### src/rtl/id_ex_stage.sv
// ID/EX pipeline register with load-use hazard detection and bubble insertion.
// Latency: one cycle ID->EX; stall is combinational (zero cycles) from EX state.
// Backpressure: hold freezes every register; stall/flush turn the EX slot into a bubble.
//
// Ports:
//   clk, reset_n                 - rising-edge clock, async active-low reset
//   id_* (controls, operands)    - decoded instruction presented by the ID stage
//   flush                        - branch taken in EX, squash the instruction in ID
//   hold                         - freeze the stage while memory is busy
//   stall                        - load-use hazard, drives control unit / PC / IF-ID enables
//   ex_*                         - registered instruction fields for EX
//   ex_valid                     - EX slot holds a real instruction
//   bubble_count                 - saturating count of inserted bubbles
module id_ex_stage #(
    parameter int XLEN  = 64,
    parameter int CNT_W = 16
) (
    input  logic             clk,
    input  logic             reset_n,
    input  logic [1:0]       id_ALUOp,
    input  logic             id_Branch,
    input  logic             id_MemRead,
    input  logic             id_MemtoReg,
    input  logic             id_MemWrite,
    input  logic             id_ALUSrc,
    input  logic             id_RegWrite,
    input  logic [XLEN-1:0]  id_pc,
    input  logic [XLEN-1:0]  id_rs1_data,
    input  logic [XLEN-1:0]  id_rs2_data,
    input  logic [XLEN-1:0]  id_imm,
    input  logic [4:0]       id_rs1,
    input  logic [4:0]       id_rs2,
    input  logic [4:0]       id_rd,
    input  logic [3:0]       id_funct,
    input  logic             flush,
    input  logic             hold,
    output logic             stall,
    output logic [1:0]       ex_ALUOp,
    output logic             ex_Branch,
    output logic             ex_MemRead,
    output logic             ex_MemtoReg,
    output logic             ex_MemWrite,
    output logic             ex_ALUSrc,
    output logic             ex_RegWrite,
    output logic [XLEN-1:0]  ex_pc,
    output logic [XLEN-1:0]  ex_rs1_data,
    output logic [XLEN-1:0]  ex_rs2_data,
    output logic [XLEN-1:0]  ex_imm,
    output logic [4:0]       ex_rs1,
    output logic [4:0]       ex_rs2,
    output logic [4:0]       ex_rd,
    output logic [3:0]       ex_funct,
    output logic             ex_valid,
    output logic [CNT_W-1:0] bubble_count
);

    typedef struct packed {
        logic [1:0] alu_op;
        logic       branch;
        logic       mem_read;
        logic       mem_to_reg;
        logic       mem_write;
        logic       alu_src;
        logic       reg_write;
    } ctrl_t;

    typedef struct packed {
        logic [XLEN-1:0] pc;
        logic [XLEN-1:0] rs1_data;
        logic [XLEN-1:0] rs2_data;
        logic [XLEN-1:0] imm;
        logic [4:0]      rs1;
        logic [4:0]      rs2;
        logic [4:0]      rd;
        logic [3:0]      funct;
    } data_t;

    localparam logic [CNT_W-1:0] CNT_MAX = '1;

    ctrl_t            id_ctrl;
    data_t            id_data;
    ctrl_t            ctrl_d, ctrl_q;
    data_t            data_d, data_q;
    logic             valid_d, valid_q;
    logic [CNT_W-1:0] cnt_d, cnt_q;
    logic             hazard;

    assign id_ctrl = '{alu_op: id_ALUOp, branch: id_Branch, mem_read: id_MemRead,
                       mem_to_reg: id_MemtoReg, mem_write: id_MemWrite,
                       alu_src: id_ALUSrc, reg_write: id_RegWrite};

    assign id_data = '{pc: id_pc, rs1_data: id_rs1_data, rs2_data: id_rs2_data,
                       imm: id_imm, rs1: id_rs1, rs2: id_rs2, rd: id_rd,
                       funct: id_funct};

    // rs2 is compared even for I-type encodings: a spurious stall costs one
    // cycle, a missed one corrupts architectural state.
    assign hazard = valid_q && ctrl_q.mem_read && (data_q.rd != 5'd0) &&
                    ((data_q.rd == id_rs1) || (data_q.rd == id_rs2));
    assign stall  = hazard;

    always_comb begin
        ctrl_d  = ctrl_q;
        data_d  = data_q;
        valid_d = valid_q;
        cnt_d   = cnt_q;
        if (!hold) begin
            // Datapath follows ID even for a bubble; it is ignored when valid is low.
            data_d = id_data;
            if (flush || hazard) begin
                // Controls are zeroed here even though upstream may already have
                // zeroed them, so a bubble can never write memory or registers.
                ctrl_d  = '0;
                valid_d = 1'b0;
                if (cnt_q != CNT_MAX) begin
                    cnt_d = cnt_q + CNT_W'(1);
                end
            end else begin
                ctrl_d  = id_ctrl;
                valid_d = 1'b1;
            end
        end
    end

    always_ff @(posedge clk or negedge reset_n) begin
        if (!reset_n) begin
            ctrl_q  <= '0;
            data_q  <= '0;
            valid_q <= 1'b0;
            cnt_q   <= '0;
        end else begin
            ctrl_q  <= ctrl_d;
            data_q  <= data_d;
            valid_q <= valid_d;
            cnt_q   <= cnt_d;
        end
    end

    assign ex_ALUOp     = ctrl_q.alu_op;
    assign ex_Branch    = ctrl_q.branch;
    assign ex_MemRead   = ctrl_q.mem_read;
    assign ex_MemtoReg  = ctrl_q.mem_to_reg;
    assign ex_MemWrite  = ctrl_q.mem_write;
    assign ex_ALUSrc    = ctrl_q.alu_src;
    assign ex_RegWrite  = ctrl_q.reg_write;
    assign ex_pc        = data_q.pc;
    assign ex_rs1_data  = data_q.rs1_data;
    assign ex_rs2_data  = data_q.rs2_data;
    assign ex_imm       = data_q.imm;
    assign ex_rs1       = data_q.rs1;
    assign ex_rs2       = data_q.rs2;
    assign ex_rd        = data_q.rd;
    assign ex_funct     = data_q.funct;
    assign ex_valid     = valid_q;
    assign bubble_count = cnt_q;

endmodule

### config.mk
export PLATFORM = sky130hd
export DESIGN_NAME = id_ex_stage
export DESIGN_NICKNAME = d
export VERILOG_FILES = /design/src/rtl/id_ex_stage.sv
export SDC_FILE = /design/constraint.sdc
export NUM_CORES = 1
export LEC_CHECK = 0
export ABC_AREA = 1
export CAP_MARGIN = 20
export CELL_PAD_IN_SITES_DETAIL_PLACEMENT = 0
export CELL_PAD_IN_SITES_GLOBAL_PLACEMENT = 1
export CORE_AREA = 10 10 219 221
export CTS_CLUSTER_SIZE = 10
export DETAILED_ROUTE_END_ITERATION = 12
export DIE_AREA = 0 0 229 231
export GPL_ROUTABILITY_DRIVEN = 0
export PLACE_DENSITY = 0.8
export SYNTH_ARGS = -nofsm -noshare
export SYNTH_HDL_FRONTEND = slang
export SYNTH_SLANG_ARGS = --single-unit
### constraint.sdc
create_clock -name clk -period 3.9 [get_ports clk]
set_input_delay 0.39 -clock clk [delete_from_list [all_inputs] [get_ports clk]]
set_output_delay 0.39 -clock clk [all_outputs]
set_load 0.005 [all_outputs]
==> run_results.csv, run 1 <==
group,metric,value,unit
grt,grt_max_degree,162,
drt,viasPerCell,4.24,
logic_synthesis,synth_top_family_by_area,"simple AND/OR/NAND/NOR gates",
drt,first_pass_iters,4,
logic_synthesis,synth-xor-area-share,0.00592,
critical_path,cp.arrival,2.08,ns
grt,track_usage,0.169,
grt,grt_pass1_vias,11349,
logic_synthesis,synth_edf_count,0,
floorplanning,die_area,52900,µm²
timing,relSlewSlack,0.313,
clock_tree,cts_tree,"yes",
clock_tree,clkLatencyLatePin,0.53,ns
logic_synthesis,synth-adder-area-share,0.00106,
logic_synthesis,synth_mux_area_frac,0,
timing,setup_viol,0,
logic_synthesis,synth_compound_area_frac,0.00549,
critical_path,critPathRequiredTime,3.51,ns
timing,final.setup.worst_slack,1.43,ns
cells_and_area,fillers,4307,
logic_synthesis,synth_common_cells,"nand2_1, dfrtp_1, clkbuf_1",
clock_tree,cts_buffers,38,
logic_synthesis,syn_nets,1661,
power,ir_worst_vdd,323,µV
timing,max_freq,404,MHz
placement,dpl.hpwl,34500,µm
clock_tree,clkTransAtPathRegs,0.06,ns
logic_synthesis,syn_area,11800,µm²
critical_path,cp-end-kind,"output port",
drt,drt_iter0_drc,672,
logic_synthesis,synth-main-ff-cell,"dfrtp_1",
drt,wl_met1,17800,µm
drt,dr_wl_met3,4350,µm
logic_synthesis,synthArstFlopShare,1.00,
timing,clock-skew-final,0.00575,ns
grt,grt_overflow,0,
timing,tns,0,ns
placement,dp.cells,2497,
logic_synthesis,ys_seq_area_frac,0.634,
clock_tree,postCtsSetupBuffers,0,
timing,period_minus_slack,2.47,ns
logic_synthesis,synth_seq_cells,300,
timing,slew_viol_final,0,
clock_tree,clock_path_buffers,3,
timing,fin_crit_sh,0.634,
timing,final-hold-violation-count,0,
logic_synthesis,yosysMostFrequentCell,"nand2_1",
critical_path,path_max_fanout,5,
cells_and_area,finalNetCount,2234,
floorplanning,start_util,0.271,
logic_synthesis,synth_top_cell_area_share,0.634,
placement,place_ws,1.58,ns
drt,drtAntennaViolNets,0,
cells_and_area,drive_gt1_frac,0.0428,
min_path,hold_class,"input port to register",
cells_and_area,multiInputGateArea,3900,µm²
power,power_density,432,nW/µm²
timing,rsz0062_at_grt,"false",
clock_tree,htree_levels,2,
placement,numPortBuffers,587,
logic_synthesis,synth_cell_types,31,
clock_tree,clkSinkCount,300,
logic_synthesis,ys_warn_count,0,
clock_tree,root_buffer,"clkbuf_16",
critical_path,reg2reg_setup_slack,2.15,ns
logic_synthesis,syn_inst,1373,
grt,antenna_found_initial,4,
critical_path,setup.worst_path.start_class,"register",
floorplanning,die_y,231,µm
floorplanning,rows,77,
logic_synthesis,yosysTopAreaCell,"dfrtp_1",
cells_and_area,syn2layout_area_growth,64.5,%
drt,wirelength,46400,µm
logic_synthesis,synth_area_leaders,"dfrtp_1, nand2_1, buf_2",
timing,worst_slew_pin_slew,1.03,ns
power,leakagePower,9.48,nW
grt,grt_pass1_wl,70200,µm
drt,dr_wl_met2,23200,µm
logic_synthesis,yosys.area_share.simple,0.317,
floorplanning,ioPinCount,588,
cells_and_area,finalNonFillerCells,2559,
cells_and_area,final_util,0.445,
drt,wl_per_cell,18.1,µm
drt,highest_layer,"met5",
flow_run,drv_cap,0,
cells_and_area,seqCellArea,7510,µm²
power,p_total,8.41,mW
drt,drc_errors,0,
floorplanning,die_w,229,µm
critical_path,crit_type,"register to output port",
drt,vias,10860,
outcome,status,"finished clean",
logic_synthesis,synth.avg_cell_area,8.63,µm²
floorplanning,core,43700,µm²
## path summary, 6_finish.rpt
kind	startpoint	to	cells past startpoint
worst min-delay path	hold	ex_imm[15]	3
worst min register to register	ex_rs1_data[35]	ex_rs1_data[35]	2
worst max register to register	bubble_count[0]	bubble_count[11]	8
min in group asynchronous	reset_n	ex_rs2_data[30]	2
worst max-delay path	ex_rd[4]	stall	9
max in group asynchronous	reset_n	ex_rs2_data[48]	3
## cells in the final DEF (no fill, tap or decap), types with 8 or more instances in the layout
| cell type | instances |
|---|---|
| o21ai_0 | 12 |
| dfrtp_1 | 300 |
| nand4_1 | 16 |
| clkdlybuf4s50_1 | 585 |
| nand2_1 | 892 |
| nor2_1 | 13 |
| clkbuf_1 | 10 |
| nand3_1 | 14 |
| inv_1 | 23 |
| clkbuf_16 | 41 |
| buf_4 | 8 |
## per-stage QoR
stage / hold WS (ns) / cell area [µm²]
after floorplan: 0.0944 / 11800
after global placement: 0.461 / 18300
after detailed placement: 0.464 / 18300
after CTS: 0.297 / 19500
after global routing: 0.329 / 19500
final: 0.338 / 19500
## registers in the layout, indices dropped and copies added, names as in the netlist, 2 cells and up
register and count:
ex_funct 4, ex_imm 64, bubble_count 16, ex_pc 64, ex_rs1_data 64, ex_rd 5, ex_ALUOp 2, ex_rs2_data 64
ex_rs2 5, ex_rs1 5
## where the power goes
group | total, mW | internal [mW] | switching, mW
sequential | 3.58 | 3.39 | 0.180
combinational | 1.50 | 0.872 | 0.628
clock | 3.34 | 2.03 | 1.31
## metal layers
layer	track usage	up-vias
met2	0.290	391
met5	0	-
met4	0.0501	2
met3	0.0678	64
met1	0.190	5104
li1	-	5299
## final cells by class
class	instances	area share
tap	592	0.0380
clock buffer	55	0.0574
timing repair buffer	600	0.310
antenna	3	0.000385
sequential	300	0.385
multi-input combinational	974	0.200
clock inverter	3	0.00218
inverter	32	0.00655
## cells by family after synthesis
group | Yosys count
DFF | 300
xor gates and xnor gates | 8
adders and majority gates | 1
and+or+nand+nor | 952
AOI/OAI and AO/OA | 13
buffers and inverters | 99
## what timing repair did
item,CTS,global route
hold buffers,1,0
setup endpoints to repair,0,0
resized for setup,0,0
endpoints found under the hold margin,4,0
## worst max-delay path, stage by stage (launching register included)
cell and delay (ns):
dfrtp_1 0.47, inv_2 0.07, nand2_1 0.06, nand2_1 0.05, nor2_1 0.11, nand3_1 0.10
nand2_2 0.09, nand2_4 0.07, inv_1 0.05, clkdlybuf4s50_1 0.49
No activity file was read; power rests on OpenSTA's default activity.
==> inputs of run 2 (changes only) <==
--- a/config.mk
+++ b/config.mk
@@ -9,10 +9,11 @@
 export CAP_MARGIN = 20
 export CELL_PAD_IN_SITES_DETAIL_PLACEMENT = 0
 export CELL_PAD_IN_SITES_GLOBAL_PLACEMENT = 1
-export CORE_AREA = 10 10 219 221
+export CORE_ASPECT_RATIO = 1.1
+export CORE_MARGIN = 10
+export CORE_UTILIZATION = 26
 export CTS_CLUSTER_SIZE = 10
 export DETAILED_ROUTE_END_ITERATION = 12
-export DIE_AREA = 0 0 229 231
 export GPL_ROUTABILITY_DRIVEN = 0
 export PLACE_DENSITY = 0.8
 export SYNTH_ARGS = -nofsm -noshare
==> constraint.sdc (replaced) <==
create_clock -name clk -period 2.2 [get_ports clk]
set_input_delay 0.22 -clock clk [delete_from_list [all_inputs] [get_ports clk]]
set_output_delay 0.22 -clock clk [all_outputs]
set_load 0.005 [all_outputs]
==> run_results.csv, run 2 (same netlist as run 1, synthesis figures left out) <==
group,metric,value,unit
power,p_sw_frac,0.254,
timing,clock-skew-final,0.0132,ns
grt,antenna_found_initial,2,
critical_path,r2r_start,"bubble_count[1]",
grt,use_met3,0.0622,
clock_tree,htree_levels,2,
critical_path,crit_slowest_cell,"dfrtp_2",
cells_and_area,syn2layout_area_growth,64.5,%
min_path,min_path_cells,4,
floorplanning,start_util,0.264,
drt,wl_per_cell,18.1,µm
critical_path,path_max_fanout,5,
clock_tree,cts_buffers,37,
placement,place_ws,0.169,ns
cells_and_area,layout_commonest_cell,"nand2_1",
clock_tree,cts_tree,"yes",
clock_tree,root_buffer,"clkbuf_16",
placement,numPortBuffers,587,
critical_path,critPathRequiredTime,1.98,ns
clock_tree,clkTransAtPathRegs,0.06,ns
grt,track_usage,0.163,
grt,grt_pass1_wl,69700,µm
min_path,min_from,"hold",
timing,relSlewSlack,0.574,
cells_and_area,final_cell_mix,"nand2_1, clkdlybuf4s50_1, dfrtp_1",
critical_path,cp.arrival,1.83,ns
drt,drtAntennaViolNets,0,
floorplanning,core,44800,µm²
drt,wirelength,46200,µm
critical_path,r2r_cells,8,
power,p_sw,3.71,mW
floorplanning,rows,81,
grt,busiest_layer,"met2",
timing,slew_viol_final,0,
floorplanning,ioPinCount,588,
cells_and_area,final_util,0.435,
drt,vias,10800,
power,p_seq_frac,0.433,
critical_path,crit_buf_inv,3,
timing,rsz0062_at_grt,"false",
drt,viasPerCell,4.24,
cells_and_area,finalNetCount,2238,
placement,dpl.hpwl,34800,µm
timing,period_minus_slack,2.05,ns
timing,tns,0,ns
cells_and_area,drive_gt1_frac,0.0453,
power,p_clk_frac,0.384,
timing,setup_viol,0,
timing,final.setup.worst_slack,0.147,ns
min_path,hold_class,"input port to register",
grt,grt_pass1_vias,11116,
critical_path,critPathMostFrequentCell,"nand3_1",
power,pwr-share-comb,0.184,
timing,max_freq,487,MHz
flow_run,drv_cap,0,
timing,fin_crit_sh,0.933,
grt,grt_overflow,0,
grt,grt_max_degree,131,
drt,first_pass_iters,5,
timing,worst_slew_pin_slew,0.639,ns
clock_tree,clkLatencyLatePin,0.54,ns
power,ir_worst_vdd,538,µV
drt,drc_errors,0,
floorplanning,die_w,224,µm
power,p_int,10.9,mW
timing,final-hold-violation-count,0,
floorplanning,die_y,244,µm
min_path,whs_endpoint,"ex_imm[14]",
critical_path,setup.worst_path.start_class,"register",
critical_path,reg2reg_setup_slack,0.46,ns
critical_path,crit_type,"register to output port",
floorplanning,die_area,54500,µm²
timing,hold_slack,0.114,ns
power,p_total,14.6,mW
power,leakagePower,9.50,nW
critical_path,crit_chain,"nor3_1 > nand3_1 > nand3_1 > inv_2 > nand2_4 > inv_1 > dlygate4sd2_1",
power,power_density,751,nW/µm²
clock_tree,clkSinkCount,300,
clock_tree,postCtsSetupBuffers,0,
critical_path,slowest_delay,0.45,ns
critical_path,crit_family,"simple AND/OR/NAND/NOR gates",
critical_path,cp-end-kind,"output port",
critical_path,r2r_end,"bubble_count[11]",
drt,drt_iter0_drc,575,
grt,met2_usage,0.279,
clock_tree,clock_path_buffers,3,
outcome,status,"finished clean",
grt,grtUsageMet1,0.183,
==> run 2: worst max path at each step <==
stage / start / endpoint / slack [ns] / cells past startpoint
CTS: ex_rd[3] / stall / 0.11 / 7
finish: ex_rd[3] / stall / 0.15 / 7
global placement: id_rs2[0] / stall / 0.17 / 10
detailed placement: id_rs2[4] / stall / 0.17 / 10
global route: ex_rd[4] / stall / 0.02 / 9
floorplan: bubble_count[0] / bubble_count[14] / 0.72 / 9
==> run 2: through the flow <==
stage	instance area, µm²	cells
2_1_floorplan	11800	1373
3_3_place_gp	18400	2491
3_5_place_dp	18400	2491
4_1_cts	19500	2545
5_1_grt	19500	2547
6_report	19500	2547
==> run 2: cell type report <==
class / instances / area, µm²
Clock buffer: 51 / 1070
Inverter: 32 / 128
Fill cell: 4371 / 25300
Sequential cell: 300 / 7510
Antenna cell: 2 / 5.00
Multi-Input combinational cell: 974 / 3910
Clock inverter: 2 / 13.8
Timing Repair Buffer: 605 / 6120
Tap cell: 581 / 727
==> run 2: metal layers <==
layer | part of all wire | vias to the layer above
met5 | 0 | -
met4 | 0.024 | 0
met3 | 0.092 | 67
met2 | 0.50 | 395
met1 | 0.38 | 5042
li1 | - | 5296
==> run 2: tightest hold or removal path, delay by kind of cell <==
family,cells,cell delay (ns)
buffers and inverters,2,0.25
and+or+nand+nor,2,0.13
==> run 2: power groups by stage <==
stage | sequential [mW] | clock, mW | combinational, mW
finish | 6.33 | 5.62 | 2.69
global route | 6.40 | 6.01 | 2.96
CTS | 6.34 | 5.80 | 2.77
detailed placement | 6.42 | 0 | 2.76
global placement | 6.40 | 0 | 2.74
floorplan | 6.44 | 0 | 0.663
==> run 2: what timing repair did <==
action	4_1_cts	5_1_grt
hold buffers	1	0
endpoints found under the hold margin	72	0
gates resized for setup	3	0
setup endpoints to repair	1	0
==> inputs of run 3 (changes only) <==
--- a/config.mk
+++ b/config.mk
@@ -12,6 +12,7 @@
 export CORE_ASPECT_RATIO = 1.1
 export CORE_MARGIN = 10
 export CORE_UTILIZATION = 26
+export CTS_CLUSTER_DIAMETER = 50
 export CTS_CLUSTER_SIZE = 10
 export DETAILED_ROUTE_END_ITERATION = 12
 export GPL_ROUTABILITY_DRIVEN = 0
==> constraint.sdc (replaced) <==
create_clock -name clk -period 2.2 [get_ports clk]
set_input_delay 0.22 -clock clk [delete_from_list [all_inputs] [get_ports clk]]
set_output_delay 0.22 -clock clk [all_outputs]
set_load 0.1 [all_outputs]
==> run_results.csv, run 3 (same netlist as run 1, synthesis figures left out) <==
group,metric,value,unit
outcome,status,"finished clean",
grt,grt_overflow,0,
drt,drc_errors,0,
drt,drt_iter0_drc,593,
timing,tns,0,ns
drt,wirelength,46200,µm
clock_tree,cts_buffers,41,
floorplanning,core,44800,µm²
grt,grt_pass1_wl,69500,µm
timing,clock-skew-final,0.0149,ns
clock_tree,postCtsSetupBuffers,0,
floorplanning,rows,81,
timing,final-hold-violation-count,0,
power,ir_worst_vdd,597,µV
critical_path,crit_buf_inv,3,
timing,setup_viol,0,
critical_path,critPathRequiredTime,1.98,ns
floorplanning,die_w,224,µm
drt,dr_wl_met3,4790,µm
critical_path,cp-end-kind,"output port",
floorplanning,die_y,244,µm
timing,fin_crit_sh,0.923,
clock_tree,root_buffer,"clkbuf_16",
cells_and_area,seqCellArea,7520,µm²
power,leakagePower,9.94,nW
critical_path,slowest_delay,0.42,ns
drt,highest_layer,"met5",
drt,wl_met1,18000,µm
timing,relSlewSlack,0.444,
cells_and_area,fillers,4439,
critical_path,crit_chain,"inv_2 > nand2_1 > nand2_1 > nor2_1 > nand3_1 > nand2_2 > nand2_4 > inv_1 > buf_12",
clock_tree,clkSinkCount,300,
timing,max_freq,493,MHz
cells_and_area,drive_gt1_frac,0.206,
critical_path,path_max_fanout,5,
floorplanning,die_area,54500,µm²
floorplanning,start_util,0.264,
placement,dpl.hpwl,34900,µm
critical_path,critPathMostFrequentCell,"nand2_1",
floorplanning,ioPinCount,588,
critical_path,r2r_cells,9,
critical_path,r2r_start,"bubble_count[0]",
grt,track_usage,0.161,
timing,slew_viol_final,0,
grt,grt_pass1_vias,11367,
cells_and_area,syn2layout_area_growth,60.0,%
critical_path,crit_type,"register to output port",
clock_tree,clkTransAtPathRegs,0.06,ns
critical_path,setup.worst_path.start_class,"register",
cells_and_area,final_cell_mix,"nand2_1, buf_4, dfrtp_1",
power,p_total,19.0,mW
min_path,hold_class,"input port to asynchronous set/reset pin",
critical_path,cp.arrival,1.81,ns
cells_and_area,layout_commonest_cell,"nand2_1",
power,power_density,1000,nW/µm²
placement,numPortBuffers,587,
grt,grt_max_degree,155,
drt,viasPerCell,4.26,
clock_tree,clkLatencyLatePin,0.54,ns
drt,vias,10894,
timing,worst_slew_pin_slew,0.834,ns
timing,rsz0062_at_grt,"false",
clock_tree,htree_levels,2,
drt,wl_per_cell,18.0,µm
cells_and_area,finalNetCount,2244,
drt,dr_wl_met2,22500,µm
drt,first_pass_iters,4,
critical_path,crit_slowest_cell,"dfrtp_2",
clock_tree,clock_path_buffers,3,
critical_path,crit_family,"simple AND/OR/NAND/NOR gates",
grt,antenna_found_initial,3,
drt,drtAntennaViolNets,0,
cells_and_area,multiInputGateArea,3900,µm²
critical_path,reg2reg_setup_slack,0.52,ns
flow_run,drv_cap,0,
timing,period_minus_slack,2.03,ns
clock_tree,cts_tree,"yes",
critical_path,r2r_end,"bubble_count[11]",
run 3: cell types whose count changed in the layout (fill, tap and decap cells not counted), moves of 3 or more:
cell / delta
buf_4: +303
clkdlybuf4s50_1: -300
dfrtp_1: -6
dfrtp_2: +6
clkbuf_16: +4
bufinv_16: +3
run 3: area by class of cell:
cell class,count,share of cell area
Timing Repair Buffer,607,0.284
Tap cell,581,0.0384
Clock buffer,53,0.0604
Multi-Input combinational cell,974,0.206
Sequential cell,300,0.397
Inverter,32,0.00674
Clock inverter,11,0.00792
Antenna cell,2,0.000264
run 3: routing by layer:
layer	global-route usage	vias to the layer above
met1	0.182	5083
met4	0.0455	2
met5	0	-
met3	0.0715	67
met2	0.271	428
li1	-	5314
run 3: power breakdown:
group	switching (mW)	internal, mW
clock	2.44	3.99
sequential	0.332	6.02
combinational	4.81	1.37
total	7.58	11.4
run 3: worst max-delay path by stage:
stage                            to  slack (ns)  cells after the start       from
floorplan                     stall        0.11                      4   ex_valid
global placement    bubble_count[5]        0.39                     12  id_rs2[4]
detailed placement  bubble_count[5]        0.38                     12  id_rs1[1]
CTS                           stall        0.13                      9   ex_rd[4]
global route                  stall        0.02                      9   ex_rd[4]
finish                        stall        0.17                      9   ex_rd[4]
run 3: per-stage QoR:
stage / hold slack, ns / setup slack, ns / util / area [µm²] / instances
floorplan: -0.0756 / 0.112 / - / 11900 / 1373
global route: 0.160 / 0.0206 / 0.423 / 18900 / 2560
finish: 0.157 / 0.170 / 0.423 / 18900 / 2560
CTS: 0.137 / 0.126 / 0.423 / 18900 / 2558
detailed placement: 0.142 / 0.383 / 0.393 / 17600 / 2492
global placement: 0.140 / 0.386 / 0.393 / 17600 / 2492
run 3: repair_timing:
action | CTS | global route
hold buffers | 2 | 0
gates resized for setup | 0 | 0
hold endpoints to repair | 84 | 0
